**config.mk**
```make
export PLATFORM = sky130hd
export DESIGN_NAME = count_tx_ctrl
export DESIGN_NICKNAME = d
export VERILOG_FILES = /design/src/rtl/count_tx_ctrl.sv
export SDC_FILE = /design/constraint.sdc
export NUM_CORES = 1
export LEC_CHECK = 0
export CAP_MARGIN = 10
export CORE_UTILIZATION = 51
export CTS_BUF_LIST = sky130_fd_sc_hd__clkbuf_8
export DETAILED_ROUTE_END_ITERATION = 12
export PLACE_DENSITY = 0.76
export REMOVE_ABC_BUFFERS = 1
export SETUP_SLACK_MARGIN = 0.05
export SYNTH_ARGS = -nofsm -noshare
export SYNTH_HDL_FRONTEND = slang
export SYNTH_SLANG_ARGS = --single-unit
```
**constraint.sdc**
```tcl
create_clock -name clk -period 2.2 [get_ports clk]
set_clock_uncertainty 0.15 [all_clocks]
set_input_delay 0.44 -clock clk [delete_from_list [all_inputs] [get_ports clk]]
set_output_delay 0.44 -clock clk [all_outputs]
set_load 0.005 [all_outputs]
```
**src/rtl/count_tx_ctrl.sv**
```systemverilog
// count_tx_ctrl: sends a snapshot of the 16-bit counter to the UART as
// four uppercase hex characters, optionally followed by CR/LF.
module count_tx_ctrl #(
  parameter bit AUTO_SEND = 1'b0,
  parameter bit SEND_CRLF = 1'b1
) (
  input  logic        clk,
  input  logic        reset,
  input  logic [15:0] count,
  input  logic        send,
  input  logic        tx_ready,
  output logic [7:0]  tx_data,
  output logic        tx_load,
  output logic        busy,
  output logic        frame_done,
  output logic [2:0]  char_idx
);

  typedef enum logic [1:0] {
    IDLE,
    LOAD,
    WAIT_ACK,
    WAIT_DONE
  } state_t;

  localparam logic [2:0] LAST_IDX = SEND_CRLF ? 3'd5 : 3'd3;

  state_t      state_q, state_d;
  logic [15:0] snap_q, snap_d;
  logic [15:0] last_q, last_d;
  logic        pend_q, pend_d;
  logic [7:0]  tx_data_q, tx_data_d;
  logic        tx_load_q, tx_load_d;
  logic        busy_q, busy_d;
  logic        done_q, done_d;
  logic [2:0]  idx_q, idx_d;
  logic [7:0]  char_sel;
  logic        auto_trig;
  logic        trigger;

  function automatic logic [7:0] hex_char(input logic [3:0] n);
    return (n < 4'd10) ? (8'h30 + {4'h0, n}) : (8'h37 + {4'h0, n});
  endfunction

  always_comb begin
    char_sel = 8'h00;
    unique case (idx_q)
      3'd0:    char_sel = hex_char(snap_q[15:12]);
      3'd1:    char_sel = hex_char(snap_q[11:8]);
      3'd2:    char_sel = hex_char(snap_q[7:4]);
      3'd3:    char_sel = hex_char(snap_q[3:0]);
      3'd4:    char_sel = 8'h0D;
      3'd5:    char_sel = 8'h0A;
      default: char_sel = 8'h00;
    endcase
  end

  // pending, send and auto all capture the same live count
  assign auto_trig = AUTO_SEND && (count != last_q);
  assign trigger   = pend_q || send || auto_trig;

  always_comb begin
    state_d   = state_q;
    snap_d    = snap_q;
    last_d    = last_q;
    pend_d    = pend_q;
    tx_data_d = tx_data_q;
    tx_load_d = 1'b0;
    busy_d    = busy_q;
    done_d    = 1'b0;
    idx_d     = idx_q;

    if (send && busy_q) begin
      pend_d = 1'b1;
    end

    unique case (state_q)
      IDLE: begin
        if (trigger) begin
          snap_d  = count;
          busy_d  = 1'b1;
          idx_d   = 3'd0;
          pend_d  = 1'b0;
          state_d = LOAD;
        end
      end
      LOAD: begin
        if (tx_ready) begin
          tx_data_d = char_sel;
          tx_load_d = 1'b1;
          state_d   = WAIT_ACK;
        end
      end
      WAIT_ACK: begin
        if (!tx_ready) begin
          state_d = WAIT_DONE;
        end
      end
      WAIT_DONE: begin
        if (tx_ready) begin
          if (idx_q == LAST_IDX) begin
            done_d  = 1'b1;
            busy_d  = 1'b0;
            last_d  = snap_q;
            idx_d   = 3'd0;
            state_d = IDLE;
          end else begin
            idx_d   = idx_q + 3'd1;
            state_d = LOAD;
          end
        end
      end
      default: state_d = IDLE;
    endcase
  end

  always_ff @(posedge clk or posedge reset) begin
    if (reset) begin
      state_q   <= IDLE;
      snap_q    <= 16'h0000;
      last_q    <= 16'h0000;
      pend_q    <= 1'b0;
      tx_data_q <= 8'h00;
      tx_load_q <= 1'b0;
      busy_q    <= 1'b0;
      done_q    <= 1'b0;
      idx_q     <= 3'd0;
    end else begin
      state_q   <= state_d;
      snap_q    <= snap_d;
      last_q    <= last_d;
      pend_q    <= pend_d;
      tx_data_q <= tx_data_d;
      tx_load_q <= tx_load_d;
      busy_q    <= busy_d;
      done_q    <= done_d;
      idx_q     <= idx_d;
    end
  end

  assign tx_data    = tx_data_q;
  assign tx_load    = tx_load_q;
  assign busy       = busy_q;
  assign frame_done = done_q;
  assign char_idx   = idx_q;

endmodule

```
==> impl_results.md <==
- CTS Sinks: 32
- Vias in the first global route: 1580
- Register area: 800.8 um^2
- Fin crit share: 0.8896
- First-pass GRT wire length: 7058 um
- All-Layer GR Usage: 0.2286
- Critical Path Sink Type: output port
- Worst Setup Start Kind: flip-flop
- Placed Cells: 273
- CP cell instances: buf_4 -> clkdlybuf4s50_1
- Root buf cell: clkbuf_8
- Min Tclk post-route: 1.957 ns
- Post-synthesis simple-gate area fraction: 0.1464
- RSZ-0062 raised after global routing: no
- Num CTS Buffers: 5
- Worst Path Required: between 1.5 and 2 ns
- Top post-synthesis cells by area: dfrtp_1, mux2_2, ha_1
- Synth Area in Compound Gates: 0.1926
- Outcome: complete, no violations
- Synth Cell Area: around 0.0019 mm^2
- Peak Freq: 511.0 MHz
- Drt pass-1 iters: 4
- Slowest Stage Delay on Critical Path: 0.53 ns
- Nets: 264
- Clk_lat worst skew: 0.28 ns
- Dpl hpwl: 3020 um
- Synthesis-stage register bit count: 32
- Setup violators final: 0
- CP max FO: 14
- Post-Synth XOR/XNOR Area: 0.01847
- Synth top area share: 0.4222
- Routed Antenna Nets: 0
- Synth cell types: 42
- Total vias in the final route: 1600
- Starting Density: 0.5511
- Fillers: 247
- Post-Route WL: ~4000 um
- Drc violations: 0
- Synth async-reset ratio: 1.000
- Port Buffer Count: 32
- Top FF cell, synth: dfrtp_1
- Initial antenna violation count: 0
- Die width: 62.99 um
- Hold Slack: 0.3537 ns
- Final Hold Fails: 0
- Arr. time, crit path: 1.37 ns
- Vias per inst: 5.694
- Area delta synth->final: 26.19%
- Largest net degree at the start of global routing: 33
- Adder-Cell Fraction of Synth Area: 0.06596
- I/O pin total: 34
- Die height: between 60 and 70 um
- Pwr dens: 1420 mW/mm^2
- Worst VDD drop: just over 800 uV
- Sequential share of the synthesized area: 0.4222
- Final core utilization: 0.6954
- Worst-path clk slew: 0.07 ns
- # diodes: 0
- Drt initial violations: 82
- H-tree depth: 2
- CTS tree: built
- Fin cells: between 200 and 300
- Total gr overflow: 0
- Critical path type: flip-flop to output port
- Drt wl/cell: 14.25 um
- Post-CTS Resized: 0
- Largest family of logic cells by synthesized area: compound AO/OA/AOI/OAI gates
- Area of the multi-input gates: 0.001008 mm^2
- Total power: 0.003399 W
- GPL Wtd Cong: 0.9570
- Post-CTS setup buffer count: 0
- Leakage: approximately 1.0 nW
- Post-synth EDFFs: 0
- Slowest cell on crit path: clkdlybuf4s50_1
- Syn avg cell area: 9.727 um^2
- Pins Over Slew Limit: 0
- FP Rows: 21
- Proportion of synthesized area in mux cells: 0.1062
- Syn. warnings: 0
- Hold WC Path Type: flip-flop to flip-flop
- Hold buffers post-CTS: 0
- Clock Path Buffers: 2
- Die area: 0.003967 mm^2
- Synth Instances: 195
- Max-Cap Viols: 0
- Cell taking the most area after synthesis: dfrtp_1
- Setup TNS Final: 0 ns
- Core ar.: 0.003442 mm^2
- Layout cells sized above 1: 0.1489
## state kept, by name (all words and copies together), names as in the netlist
| signal | flops |
|---|---|
| tx_data | 7 |
| snap_q | 16 |
| state_q | 2 |
| pend_q | 1 |
| frame_done | 1 |
| busy | 1 |
| tx_load | 1 |
| char_idx | 3 |
## layout by cell type (no fill, tap or decap), drive strengths merged, types with 2 or more instances in the layout
cell type / count
xnor2: 4
or2: 2
dfrtp: 32
nor4b: 2
a22oi: 3
and4b: 3
ha: 10
clkinv: 2
nor2: 12
buf: 6
nand2: 12
a31oi: 2
nand2b: 4
a22o: 4
o21ai: 23
clkbuf: 6
a21oi: 14
nor3: 4
mux2: 17
clkdlybuf4s50: 32
a221o: 2
nor2b: 5
inv: 15
a21o: 3
a211oi: 2
## cell type report
| cell class | instances | area share |
|---|---|---|
| Clock buffer | 6 | 0.03450 |
| Clock inverter | 2 | 0.004182 |
| Inverter | 15 | 0.02352 |
| Multi-Input combinational cell | 142 | 0.4213 |
| Sequential cell | 32 | 0.3346 |
| Tap cell | 46 | 0.02405 |
| Timing Repair Buffer | 38 | 0.1579 |
## metal layers
metal  vias to the layer above  wire length, um  GRT usage
li1                        777                -          -
met4                         0               53    0.08721
met3                         7              226    0.06022
met5                         -                0          0
met2                        53             1946     0.3669
met1                       763             1779     0.2924
## synthesized netlist by cell type, types with 2 or more instances
cell,n
a21oi_1,14
a221o_1,2
a22oi_1,3
and4b_1,3
a31oi_1,2
ha_1,10
nor3_1,4
mux2_2,17
a211oi_1,2
buf_2,4
a22o_1,4
inv_1,15
xnor2_1,4
nand2_1,12
nor2_1,12
nand2b_1,4
o21ai_1,7
nor2b_1,5
o21ai_0,15
dfrtp_1,32
a21o_1,3
## kinds of logic after synthesis
logic type / after synthesis
compound gates: 59
xor+xnor: 4
fa+ha+maj: 10
buf+inv: 21
flops: 32
mux: 18
other cells: 1
simple gates: 50
## worst paths after layout
path	startpoint	to	slack, ns	cells after the start
setup / recovery	char_idx[1]	char_idx[1]	0.24	2
hold / removal	snap_q[8]	snap_q[8]	0.35	1
setup reg to reg	state_q[0]	char_idx[1]	0.25	7
hold reg to reg	snap_q[8]	snap_q[8]	0.35	1
max in group asynchronous	reset	snap_q[15]	1.21	3
min in group asynchronous	reset	busy	0.40	3
## worst max-delay path: cells and delay by family, from the launching register on
family	cells	cell delay (ns)
DFF	1	0.35
buffers and inverters	2	0.74
## power by group
part	total (W)	leakage [nW]	internal (W)	switching [W]
registers	0.00117	0.388	0.000854	0.000318
logic	0.00177	0.603	0.000950	0.000819
clock network	0.000458	0.0510	0.000249	0.000209
total	0.00340	1.04	0.00205	0.00135
## stage by stage
step	cell area, um^2	worst slack (ns)
global route	2394	0.07244
CTS	2394	0.2426
global placement	2301	0.2595
floorplan	1866	0.3388
finish	2394	0.2430
detailed placement	2301	0.1630
Note: power is estimated with default switching activity, not from simulation.
